===== src/rtl/rs232_uart.sv =====
// rs232_uart -- full-duplex 8N1 UART core.
//
// Transmitter serialises DIN onto TX whenever it is idle and DRL is high,
// pulsing LOAD on the edge that captures DIN. Receiver synchronises RX,
// deserialises one character and pulses STORE when DOUT is updated.
// Both halves share only CLK and INIT, so TX may be looped back onto RX.
//
// Parameters:
//   CLKS_PER_BIT  system clocks per serial bit (minimum 4)
//   DATA_BITS     data bits per character (fixed at 8)
//
// Ports:
//   CLK    in   system clock, rising edge
//   INIT   in   asynchronous active-high reset
//   DRL    in   data-ready level from the frame interface
//   DIN    in   byte to transmit, captured on the LOAD edge
//   LOAD   out  one-cycle pulse, DIN captured
//   TX     out  serial output, idle high
//   RX     in   serial input, asynchronous to CLK
//   STORE  out  one-cycle pulse, new byte on DOUT
//   DOUT   out  last received byte
//
// Optional feature macro: RS232_PARITY_EN
//   When defined, an even parity bit is sent/checked between data bit 7 and
//   the stop bit. A parity mismatch suppresses STORE but the stop bit is still
//   consumed. When undefined the core is plain 8N1.

module rs232_uart #(
   parameter int CLKS_PER_BIT = 434,
   parameter int DATA_BITS    = 8
) (
   input  logic                 CLK,
   input  logic                 INIT,
   input  logic                 DRL,
   input  logic [DATA_BITS-1:0] DIN,
   output logic                 LOAD,
   output logic                 TX,
   input  logic                 RX,
   output logic                 STORE,
   output logic [DATA_BITS-1:0] DOUT
);

   localparam int CNT_W = $clog2(CLKS_PER_BIT);
   localparam int BIT_W = $clog2(DATA_BITS);
   localparam logic [CNT_W-1:0] BIT_LAST  = CNT_W'(CLKS_PER_BIT - 1);
   localparam logic [CNT_W-1:0] HALF_LAST = CNT_W'(CLKS_PER_BIT / 2 - 1);
   localparam logic [BIT_W-1:0] DATA_LAST = BIT_W'(DATA_BITS - 1);

   typedef enum logic [2:0] {
      TX_IDLE, TX_START, TX_DATA, TX_PARITY, TX_STOP
   } tx_state_t;

   typedef enum logic [2:0] {
      RX_IDLE, RX_START, RX_DATA, RX_PARITY, RX_STOP, RX_BREAK
   } rx_state_t;

   tx_state_t            tx_state;
   logic [CNT_W-1:0]     tx_cnt;
   logic [BIT_W-1:0]     tx_bit;
   logic [DATA_BITS-1:0] tx_shift;

   rx_state_t            rx_state;
   logic [CNT_W-1:0]     rx_cnt;
   logic [BIT_W-1:0]     rx_bit;
   logic [DATA_BITS-1:0] rx_shift;
   logic                 rx_meta;
   logic                 rx_sync;

`ifdef RS232_PARITY_EN
   logic                 tx_par;
   logic                 rx_par_err;
`endif

   // Transmitter: TX is a registered output driven one state ahead, so each
   // bit level appears on the edge that enters its bit period. The shift
   // register is loaded on the LOAD edge, so later DIN changes are ignored.
   always_ff @(posedge CLK or posedge INIT) begin
      if (INIT) begin
         tx_state <= TX_IDLE;
         tx_cnt   <= '0;
         tx_bit   <= '0;
         tx_shift <= '0;
         LOAD     <= 1'b0;
         TX       <= 1'b1;
`ifdef RS232_PARITY_EN
         tx_par   <= 1'b0;
`endif
      end else begin
         LOAD <= 1'b0;
         case (tx_state)
            TX_IDLE: begin
               if (DRL) begin
                  tx_shift <= DIN;
                  LOAD     <= 1'b1;
                  TX       <= 1'b0;
                  tx_cnt   <= '0;
                  tx_state <= TX_START;
`ifdef RS232_PARITY_EN
                  tx_par   <= ^DIN;
`endif
               end
            end
            TX_START: begin
               if (tx_cnt == BIT_LAST) begin
                  tx_cnt   <= '0;
                  tx_bit   <= '0;
                  TX       <= tx_shift[0];
                  tx_state <= TX_DATA;
               end else begin
                  tx_cnt <= tx_cnt + 1'b1;
               end
            end
            TX_DATA: begin
               if (tx_cnt == BIT_LAST) begin
                  tx_cnt <= '0;
                  if (tx_bit == DATA_LAST) begin
`ifdef RS232_PARITY_EN
                     TX       <= tx_par;
                     tx_state <= TX_PARITY;
`else
                     TX       <= 1'b1;
                     tx_state <= TX_STOP;
`endif
                  end else begin
                     tx_bit   <= tx_bit + 1'b1;
                     tx_shift <= tx_shift >> 1;
                     TX       <= tx_shift[1];
                  end
               end else begin
                  tx_cnt <= tx_cnt + 1'b1;
               end
            end
`ifdef RS232_PARITY_EN
            TX_PARITY: begin
               if (tx_cnt == BIT_LAST) begin
                  tx_cnt   <= '0;
                  TX       <= 1'b1;
                  tx_state <= TX_STOP;
               end else begin
                  tx_cnt <= tx_cnt + 1'b1;
               end
            end
`endif
            TX_STOP: begin
               if (tx_cnt == BIT_LAST) begin
                  tx_cnt   <= '0;
                  tx_state <= TX_IDLE;
               end else begin
                  tx_cnt <= tx_cnt + 1'b1;
               end
            end
            default: begin
               TX       <= 1'b1;
               tx_state <= TX_IDLE;
            end
         endcase
      end
   end

   // Two-flop synchroniser; resets to the idle (high) line level so a reset
   // never looks like a start bit.
   always_ff @(posedge CLK or posedge INIT) begin
      if (INIT) begin
         rx_meta <= 1'b1;
         rx_sync <= 1'b1;
      end else begin
         rx_meta <= RX;
         rx_sync <= rx_meta;
      end
   end

   // Receiver: the start bit is confirmed at its half-bit point, after which
   // every sample falls a whole bit period later, i.e. at each bit centre.
   // Returning to idle at the stop-bit centre lets the next start bit be
   // caught with no extra idle time.
   always_ff @(posedge CLK or posedge INIT) begin
      if (INIT) begin
         rx_state   <= RX_IDLE;
         rx_cnt     <= '0;
         rx_bit     <= '0;
         rx_shift   <= '0;
         STORE      <= 1'b0;
         DOUT       <= '0;
`ifdef RS232_PARITY_EN
         rx_par_err <= 1'b0;
`endif
      end else begin
         STORE <= 1'b0;
         case (rx_state)
            RX_IDLE: begin
               if (!rx_sync) begin
                  rx_cnt   <= '0;
                  rx_state <= RX_START;
               end
            end
            RX_START: begin
               if (rx_cnt == HALF_LAST) begin
                  rx_cnt   <= '0;
                  rx_bit   <= '0;
                  rx_state <= rx_sync ? RX_IDLE : RX_DATA;
               end else begin
                  rx_cnt <= rx_cnt + 1'b1;
               end
            end
            RX_DATA: begin
               if (rx_cnt == BIT_LAST) begin
                  rx_cnt   <= '0;
                  rx_shift <= {rx_sync, rx_shift[DATA_BITS-1:1]};
                  if (rx_bit == DATA_LAST) begin
`ifdef RS232_PARITY_EN
                     rx_state <= RX_PARITY;
`else
                     rx_state <= RX_STOP;
`endif
                  end else begin
                     rx_bit <= rx_bit + 1'b1;
                  end
               end else begin
                  rx_cnt <= rx_cnt + 1'b1;
               end
            end
`ifdef RS232_PARITY_EN
            RX_PARITY: begin
               if (rx_cnt == BIT_LAST) begin
                  rx_cnt     <= '0;
                  rx_par_err <= rx_sync ^ (^rx_shift);
                  rx_state   <= RX_STOP;
               end else begin
                  rx_cnt <= rx_cnt + 1'b1;
               end
            end
`endif
            RX_STOP: begin
               if (rx_cnt == BIT_LAST) begin
                  rx_cnt <= '0;
                  if (rx_sync) begin
`ifdef RS232_PARITY_EN
                     if (!rx_par_err) begin
                        DOUT  <= rx_shift;
                        STORE <= 1'b1;
                     end
`else
                     DOUT  <= rx_shift;
                     STORE <= 1'b1;
`endif
                     rx_state <= RX_IDLE;
                  end else begin
                     rx_state <= RX_BREAK;
                  end
               end else begin
                  rx_cnt <= rx_cnt + 1'b1;
               end
            end
            // Framing error: wait for the line to return high so a held-low
            // break is not mistaken for a stream of start bits.
            RX_BREAK: begin
               if (rx_sync) begin
                  rx_state <= RX_IDLE;
               end
            end
            default: begin
               rx_state <= RX_IDLE;
            end
         endcase
      end
   end

endmodule


===== config.mk =====
export PLATFORM = sky130hd
export DESIGN_NAME = rs232_uart
export DESIGN_NICKNAME = d
export VERILOG_FILES = /design/src/rtl/rs232_uart.sv
export SDC_FILE = /design/constraint.sdc
export NUM_CORES = 1
export LEC_CHECK = 0
export BUFFER_PORTS_ARGS = -buffer_cell sky130_fd_sc_hd__clkbuf_2
export CAP_MARGIN = 10
export CORE_MARGIN = 2
export CORE_UTILIZATION = 27
export DETAILED_ROUTE_END_ITERATION = 8
export HOLD_SLACK_MARGIN = 0.05
export PLACE_DENSITY = 0.46
export RECOVER_POWER = 50
export SLEW_MARGIN = 30
export SYNTH_ARGS = -nofsm -noshare
export SYNTH_HDL_FRONTEND = slang
export SYNTH_SLANG_ARGS = --single-unit

===== constraint.sdc =====
create_clock -name CLK -period 2.5 [get_ports CLK]
set_input_delay 0.375 -clock CLK [delete_from_list [all_inputs] [get_ports CLK]]
set_output_delay 0.375 -clock CLK [all_outputs]
set_load 0.01 [all_outputs]

* Word level (Yosys, flattened, before mapping)
Cells that the tools add are included.
** Storage, ports and cells
- Bits in registers :: 59
- Input bits :: 12
- Word-level logic and storage cells :: 106
** Cells by class
- $add $sub $neg :: 4
- Eq/ne operators :: 25
- Multiplexer cells :: 43
- Bitwise gates (word level) :: 1
- Reductions and logical operators :: 19
** Operators with widths (count)
- $mux 3 :: 17
- $mux 9 :: 5
- $pmux 9 s3 :: 1
- $ne 2x2->1 const B :: 13
- $mux 8 :: 3
- $add 9x1->9 const B :: 2
- $eq 9x9->1 const B :: 2
- $pmux 9 s2 :: 1
- $pmux 8 s2 :: 1
- $reduce_and 4->1 :: 4
- $eq 3x3->1 const B :: 5
- $pmux 3 s5 :: 1
- $pmux 3 s2 :: 2
- $pmux 3 s4 :: 1
- $eq 9x8->1 const B :: 1
- $mux 1 :: 9
- $reduce_bool 2->1 :: 4
- $add 3x1->3 const B :: 2
- $eq 3x1->1 const B :: 2
- $eq 3x2->1 const B :: 2
- $logic_not 3->1 :: 2
- $reduce_and 2->1 :: 3
- $reduce_and 6->1 :: 1
- $reduce_and 5->1 :: 1
- other kinds (7) :: 7

* Longest topological paths before layout
Gate-level depths: netlist of run 1.
- Word-level depth :: 4
- Mapped depth :: 8

* Least setup slack after synthesis of run 1
No wires, ideal clock.
- Path type :: reg2reg
- Start point :: register rx_cnt[0]
- End point :: register rx_state[1]
- Setup time :: 0.125 ns
- Data arrival time :: 1.768 ns
- Path slack :: 0.607 ns
- Cell stages (with the launch flop) :: 8
- Path buffers :: 0
- Path through :: dfrtp_1 > inv_1 > ha_1 > or4b_4 > o21bai_4 > o21ai_4 > a21oi_2 > mux2_4
** On the way
- Cells in the longest elaborated chain, start to end :: 3
** RTL lines
- from (decl) :: RTL line 63 : logic [CNT_W-1:0] rx_cnt;
- from (signal assigned) :: RTL line 202 : rx_cnt <= rx_cnt + 1'b1;
- from (signal assigned) :: RTL line 219 : rx_cnt <= rx_cnt + 1'b1;
- from (signal assigned) :: RTL line 251 : rx_cnt <= rx_cnt + 1'b1;
- $eq 9x9->1 or $eq 9x8->1 (tied branches) :: RTL line 206, 234, 197
- $ne 2x2->1 (no line)
- $reduce_and 6->1 (no line) (*)
- to (signal assigned) :: RTL line 200 : rx_state <= rx_sync ? RX_IDLE : RX_DATA;
- to (decl) :: RTL line 62 : rx_state_t rx_state;
Mark *: on every way between the ends. The rest lies on a longest branch, timed or not.
A chain may end at the register's enable or synchronous reset.

* Final worst setup path of run 1
Ends and elaborated chain as after synthesis.

==> summary.md, run 1 <==
| Metric | Value |
|---|---|
| Outcome | finished, final reports clean |
| Initial antenna violation count | 0 |
| Fmax | 483 MHz |
| P&R area growth vs syn | 18.7% |
| Max-Slew Margin vs Limit | 29.9% |
| CP required | 2.71 ns |
| Crit path time final | 2.07 ns |
| First-pass GRT wire length | 10.6 mm |
| WL/cell | 13.0 microns |
| Clock Latency Late Sink | 0.33 ns |
| Worst setup EP type | flop |
| GRT Overall Usage | 10.6% |
| Post-CTS sizing | 0 |
| Placed insts | 452 |
| Final net count | 341 |
| Congestion Overflow GR | 0 |
| Area leader, netlist | dfrtp_1 |
| CTS root buffer | clkbuf_16 |
| Critical path's largest stage delay | 0.46 ns |
| RSZ-0062 raised after global routing | no |
| CTS sink cnt | 59 |
| GPL Wtd Cong | 0.749 |
| CTS tree | built |
| Largest cells by area after synthesis | dfrtp_1 45%, mux2_2 4.7%, ha_1 3.6% |
| Overall power | 2.68 mW |
| Period Utilization, post-route | 82.9% |
| Antenna Nets Post-Route | 0 |
| P_leak | 1.64 nW |
| Max layer used | met4 |
| Setup crit start kind | flop |
| Post-CTS Setup Bufs | 0 |
| Final wirelength | 6.08 mm |
| Port Buf Inserts | 22 |
| Top-count cell post-synth | dfrtp_1 |
| Syn Nets | 313 |
| Met1 Wirelength | 2.96 mm |
| Wire length on met2 | 2.81 mm |
| Ys async rst share | 100% |
| Number of synthesized flops with an enable pin | 0 |
| Initial core utilization | 27.4% |
| Arrival @ worst endpoint | 2.28 ns |
| Peak supply drop | 0.386 mV |
| Avg Synthesized Cell Area | 10.6 sq um |
| Share of post-route cells with drive strength above 1 | 26.5% |
| Hpwl dp | 4.23 mm |
| Largest net degree at the start of global routing | 34 |
| Post-Layout Cell Count | 467 |
| Vias in the first global route | 2,214 |
| Total core area | 11,300 sq um |
| Num CTS Buffers | 9 |
| Commonest cells in the netlist | 56 x dfrtp_1, 29 x nor2_1, 27 x nand2_1, 15 x a21oi_1, 14 x o21ai_0 |
| Clk slew on worst S/H paths | 0.05 ns |
| Synth Register Bits | 59 |
| Vias per cell | 4.72 |
| Clock buffer depth | 2 |
| Die height | 111 microns |
| Fillcell total | 1,158 |
| Max Transition Viols Final | 0 |
| DR WL met3 | 246 microns |
| Post-Synthesis Cells | 292 |
| Final TNS setup | 0 ns |
| DR iter-0 viols | 114 |
| Pwr Density | 727 nW/um^2 |
| Crit-path cells | inv_1 > ha_1 > or4b_4 > o21bai_4 > o21ai_4 > a21oi_2 > mux2_4 |
| Skew final | 0.00530 ns |
| Area occupied by multi-input gates | 1520 sq um |
| Yosys cell types | 64 |
| CP Class | flop to flop |
| # hold bufs at CTS | 0 |
| Htree depth | 3 |
| Synth warnings | 0 |
| Hold WC Path Type | input port to flop |
| Slowest-stage cell, CP | or4b_4 |
| Setup-failing EPs final | 0 |
| Pre-CTS setup slack | 0.427 ns |
| Ant. Diodes | 0 |
| Register area | 1480 sq um |
| FP Rows | 39 |
| Setup WS post-layout | 0.428 ns |
| Main synth FF type | dfrtp_1 |
| Top Ports | 23 |
| DR vias | 2,204 |
| Die width | 111 microns |
| Area share of the largest cell type after synthesis | 45.1% |
| Pre-antenna DRT Iters | 4 |
| Die area | 12,400 sq um |
| Max Cap Viol | 0 |
| Cell area after synthesis | 3110 sq um |
| Worst Path Max Fanout | 13 |
| Sequential fraction of the synthesis area | 47.6% |
| Residual DRC count | 0 |
| Worst-margin pin slew | 1.05 ns |
| Final hold violation count | 0 |
[metal layers]
| layer | GRT usage, % | up-vias |
|---|---|---|
| met3 | 4.37 | 7 |
| met4 | 2.96 | 0 |
| met1 | 13.6 | 1075 |
| li1 | - | 1095 |
| met2 | 16.7 | 27 |
| met5 | 0 | - |
[sequential cells by signal, indices dropped and copies added (netlist names), 8 cells and up]
signal and flops:
tx_cnt 9, rx_shift 8, rx_cnt 9, tx_shift 8, DOUT 8
[logic make-up (layout without fill, tap and decap cells)]
family | after synthesis | after routing | share of synthesized area [%]
AND/OR/NAND/NOR | 108 | 108 | 20.0
multiplexers | 27 | 27 | 9.63
AO/OA/AOI/OAI | 60 | 60 | 13.6
flip-flops | 59 | 59 | 47.6
XOR/XNOR | 8 | 8 | 2.26
buffers and inverters | 21 | 53 | 3.30
adder cells (fa/ha/maj) | 9 | 9 | 3.62
[where the power goes]
group	switching (mW)	internal, mW	leakage (nW)
registers	0.0922	1.04	0.760
clock network	0.419	0.919	0.162
logic	0.112	0.102	0.714
total	0.623	2.06	1.64
[path summary, 6_finish.rpt]
| check | to | startpoint | slack [ns] | cells after the start |
|---|---|---|---|---|
| min in group asynchronous | tx_cnt[2]$_DFFE_PP0P_ | INIT | 0.29 | 2 |
| max in group asynchronous | rx_shift[2]$_DFFE_PP0P_ | INIT | 0.84 | 3 |
| worst max register to register | rx_state[1]$_DFFE_PP0P_ | rx_cnt[0]$_DFFE_PP0P_ | 0.43 | 7 |
| worst min register to register | rx_sync$_DFF_PP1_ | rx_meta$_DFF_PP1_ | 0.35 | 0 |
| worst min-delay path | rx_meta$_DFF_PP1_ | RX | 0.13 | 1 |
| worst max-delay path | rx_state[1]$_DFFE_PP0P_ | rx_cnt[0]$_DFFE_PP0P_ | 0.43 | 7 |
[cell usage in the layout, fill, tap and decap left out, types with 2 or more instances in the layout]
master | synthesis | layout
clkbuf_1 | 1 | 3
nand2b_1 | 3 | 3
ha_1 | 9 | 9
nor2b_1 | 3 | 3
clkbuf_8 | 0 | 2
dfrtp_1 | 56 | 56
xnor2_1 | 8 | 8
a31oi_1 | 6 | 6
nor3_1 | 7 | 7
nor2_1 | 29 | 29
and4bb_2 | 2 | 2
inv_1 | 12 | 12
o21ai_2 | 2 | 2
clkbuf_2 | 0 | 20
nor4_2 | 2 | 2
clkbuf_16 | 0 | 9
mux2i_1 | 10 | 10
nand3_1 | 5 | 5
mux2_1 | 2 | 2
buf_4 | 1 | 3
o21ai_0 | 14 | 14
dfstp_2 | 3 | 3
a22o_2 | 4 | 4
bufinv_16 | 0 | 2
and3_1 | 3 | 3
a21oi_1 | 15 | 15
o21ai_1 | 4 | 4
and2_1 | 3 | 3
mux2_4 | 2 | 2
nand2_1 | 27 | 27
mux2_2 | 13 | 13
nand4_1 | 4 | 4
a22o_1 | 3 | 3
[area by class of cell]
cell class	instances	share of cell area, %
clock buffer	11	6.85
clock inverter	4	2.00
inverter	12	1.22
multi-input combinational	212	41.3
sequential	59	40.1
tap	143	4.85
timing repair buffer	26	3.63
[critical path, delay by kind of cell (launching register included)]
kind	cells	cell delay, ns
adder cells (fa/ha/maj)	1	0.13
multiplexers	1	0.31
buffers and inverters	1	0.08
AO/OA/AOI/OAI	3	0.54
AND/OR/NAND/NOR	1	0.46
flip-flops	1	0.43
[through the flow]
step / hold slack (ns) / utilization [%] / cell area (sq um)
2_1_floorplan: 0.345 / - / 3110
3_3_place_gp: 0.347 / 29.9 / 3380
3_5_place_dp: 0.349 / 29.9 / 3380
4_1_cts: 0.111 / 32.7 / 3710
5_1_grt: 0.110 / 32.6 / 3690
6_report: 0.127 / 32.6 / 3690
(Power assumes the default switching activity.)
==> run 2, diff against run 1 <==
Clock period 2.5 ns to 2.2 ns, I/O delays scaled along.
==> summary.md, run 2 (synthesized netlist as in run 1, its figures left out) <==
| Metric | Value |
|---|---|
| Total core area | 11,300 sq um (unchanged) |
| Setup-failing EPs final | 0 (unchanged) |
| Pre-antenna DRT Iters | 4 (unchanged) |
| Origin of the critical flop-to-flop path | rx_cnt[0]$_DFFE_PP0P_ (unchanged) |
| Worst-margin pin slew | 1.50 ns (was 1.05 ns) |
| P&R area growth vs syn | 19.7% (was 18.7%) |
| Clock buffer depth | 2 (unchanged) |
| Num CTS Buffers | 9 (unchanged) |
| Final TNS setup | 0 ns (unchanged) |
| Most frequent cells in the layout | 56 x dfrtp_1, 29 x nor2_1, 27 x nand2_1 (unchanged) |
| Residual DRC count | 0 (unchanged) |
| Area occupied by multi-input gates | 1520 sq um (unchanged) |
| Max Transition Viols Final | 0 (unchanged) |
| Max-Slew Margin vs Limit | 0.322% (was 29.9%) |
| Final net count | 346 (was 341) |
| Outcome | finished with violations (was finished, final reports clean) |
| CP Launch Point | rx_cnt[0]$_DFFE_PP0P_ (unchanged) |
| Reg-to-reg slack, setup | 0.23 ns (was 0.43 ns) |
| CP Class | flop to flop (unchanged) |
| Register area | 1480 sq um (unchanged) |
| First-pass GRT wire length | 10.8 mm (was 10.6 mm) |
| Final wirelength | 6.13 mm (was 6.08 mm) |
| CTS sink cnt | 59 (unchanged) |
| Crit path depth | 7 (unchanged) |
| Skew final | 0.00450 ns (was 0.00530 ns) |
| Top Ports | 23 (unchanged) |
| Arrival @ worst endpoint | 2.18 ns (was 2.28 ns) |
| CTS root buffer | clkbuf_16 (unchanged) |
| # hold bufs at CTS | 0 (unchanged) |
| Setup crit start kind | flop (unchanged) |
| Regs by FF count | rx_cnt x9, tx_cnt x9 (unchanged) |
| Post-layout util | 32.8% (was 32.6%) |
| Hpwl dp | 4.09 mm (was 4.23 mm) |
| WL/cell | 12.9 microns (was 13.0 microns) |
| Hold WC Path Type | input port to flop (unchanged) |
| Fillcell total | 1,164 (was 1,158) |
| GPL Wtd Cong | 0.784 (was 0.749) |
| CP required | 2.41 ns (was 2.71 ns) |
| Post-CTS Setup Bufs | 0 (unchanged) |
| Vias in the first global route | 2,264 (was 2,214) |
| CTS tree | built (unchanged) |
| DR iter-0 viols | 58 (was 114) |
| Worst setup EP type | flop (unchanged) |
| Peak supply drop | 0.385 mV (was 0.386 mV) |
| Post-CTS sizing | 0 (unchanged) |
| Reg2reg end | rx_state[1]$_DFFE_PP0P_ (unchanged) |
| Pwr Density | 817 nW/um^2 (was 727 nW/um^2) |
| GRT Overall Usage | 10.7% (was 10.6%) |
| Vias per cell | 4.64 (was 4.72) |
| P_leak | 1.65 nW (was 1.64 nW) |
| FP Rows | 39 (unchanged) |
| Worst R2R Path Depth | 7 (unchanged) |
| Slowest-stage cell, CP | or4b_4 (unchanged) |
| Clock Latency Late Sink | 0.33 ns (about the same) |
| CP endpoint | rx_state[1]$_DFFE_PP0P_ (unchanged) |
| Worst Path Max Fanout | 6 (was 13) |
| DR vias | 2,193 (was 2,204) |
| Port Buf Inserts | 22 (unchanged) |
| Crit path time final | 1.97 ns (was 2.07 ns) |
| Congestion Overflow GR | 0 (unchanged) |
| Share of post-route cells with drive strength above 1 | 27.6% (was 26.5%) |
| Crit-path cells | inv_1 > ha_1 > or4b_4 > o21bai_4 > o21ai_4 > a21oi_2 > mux2_4 (unchanged) |
| Ant. Diodes | 0 (unchanged) |
| Initial core utilization | 27.4% (unchanged) |
| Die height | 111 microns (unchanged) |
| Commonest non-fill, non-tap cell in the layout | dfrtp_1 (unchanged) |
| Htree depth | 3 (unchanged) |
| Clk slew on worst S/H paths | 0.05 ns (about the same) |
| Die width | 111 microns (unchanged) |
| Initial antenna violation count | 0 (unchanged) |
| Final hold violation count | 0 (unchanged) |
| Largest net degree at the start of global routing | 60 (was 34) |
| WP buf/inv | 1 (unchanged) |
| Fmax | 508 MHz (was 483 MHz) |
| Die area | 12,400 sq um (unchanged) |
| RSZ-0062 raised after global routing | no (unchanged) |
| Max Cap Viol | 1 (was 0) |
| Failing checks | capacitance limit |
| Critical path's largest stage delay | 0.46 ns (about the same) |
| Antenna Nets Post-Route | 0 (unchanged) |
| Period Utilization, post-route | 89.4% (was 82.9%) |
| Delay-heaviest family, CP | simple AND/OR/NAND/NOR gates (was compound AO/OA/AOI/OAI gates) |
-- run 2: cell count changes in the layout (fill, tap and decap cells not counted), sizes merged --
cell / before / now
buf: 3 / 8
clkbuf: 34 / 33
clkinv: 2 / 3
clkinvlp: 0 / 1
-- run 2: area by class of cell --
type                    count  area share, %
flip-flops and latches     59           39.8
clock inverters             6           2.42
inverters                  12           1.21
clock buffers              10           6.16
multi-input cells         212           41.0
repair buffers             31           4.61
well taps                 143           4.81
-- run 2: worst min-delay path by stage --
| stage | endpoint | start | cells after the start |
|---|---|---|---|
| 2_1_floorplan | rx_meta$_DFF_PP1_ | RX | 0 |
| 3_3_place_gp | rx_sync$_DFF_PP1_ | rx_meta$_DFF_PP1_ | 0 |
| 3_5_place_dp | rx_sync$_DFF_PP1_ | rx_meta$_DFF_PP1_ | 0 |
| 4_1_cts | rx_cnt[7]$_DFFE_PP0P_ | INIT | 3 |
| 5_1_grt | rx_meta$_DFF_PP1_ | RX | 1 |
| 6_report | rx_meta$_DFF_PP1_ | RX | 1 |
-- run 2: report_power, final --
group	internal (mW)	leakage, nW	switching, mW
Combinational	0.117	0.740	0.134
Sequential	1.18	0.760	0.107
Clock	0.992	0.153	0.508
-- run 2: per-layer routing --
metal,GRT usage (%),share of wire (%),wire length [microns]
met5,0,0,0
met4,4.20,1.7,106
met3,3.55,3.3,203
met2,16.8,46,2820
met1,13.8,49,2990
-- run 2: metrics by stage --
stage	cell area [sq um]	setup slack, ns	power (mW)	cells	hold slack (ns)
final	3720	0.233	3.04	473	0.0805
after detailed placement	3420	0.221	1.56	457	0.347
after floorplan	3110	0.307	1.48	292	0.334
after global routing	3720	0.0969	3.19	473	0.0604
after global placement	3420	0.254	1.55	457	0.349
after CTS	3740	0.209	3.09	473	0.0515
-- run 2: worst register-to-register path: cells and delay by family, from the launching register on --
family                     cells  cell delay, ns
buffers and inverters          1            0.08
muxes                          1            0.31
DFF                            1            0.43
and+or+nand+nor                1            0.46
AOI/OAI and AO/OA              3            0.44
adders and majority gates      1            0.13
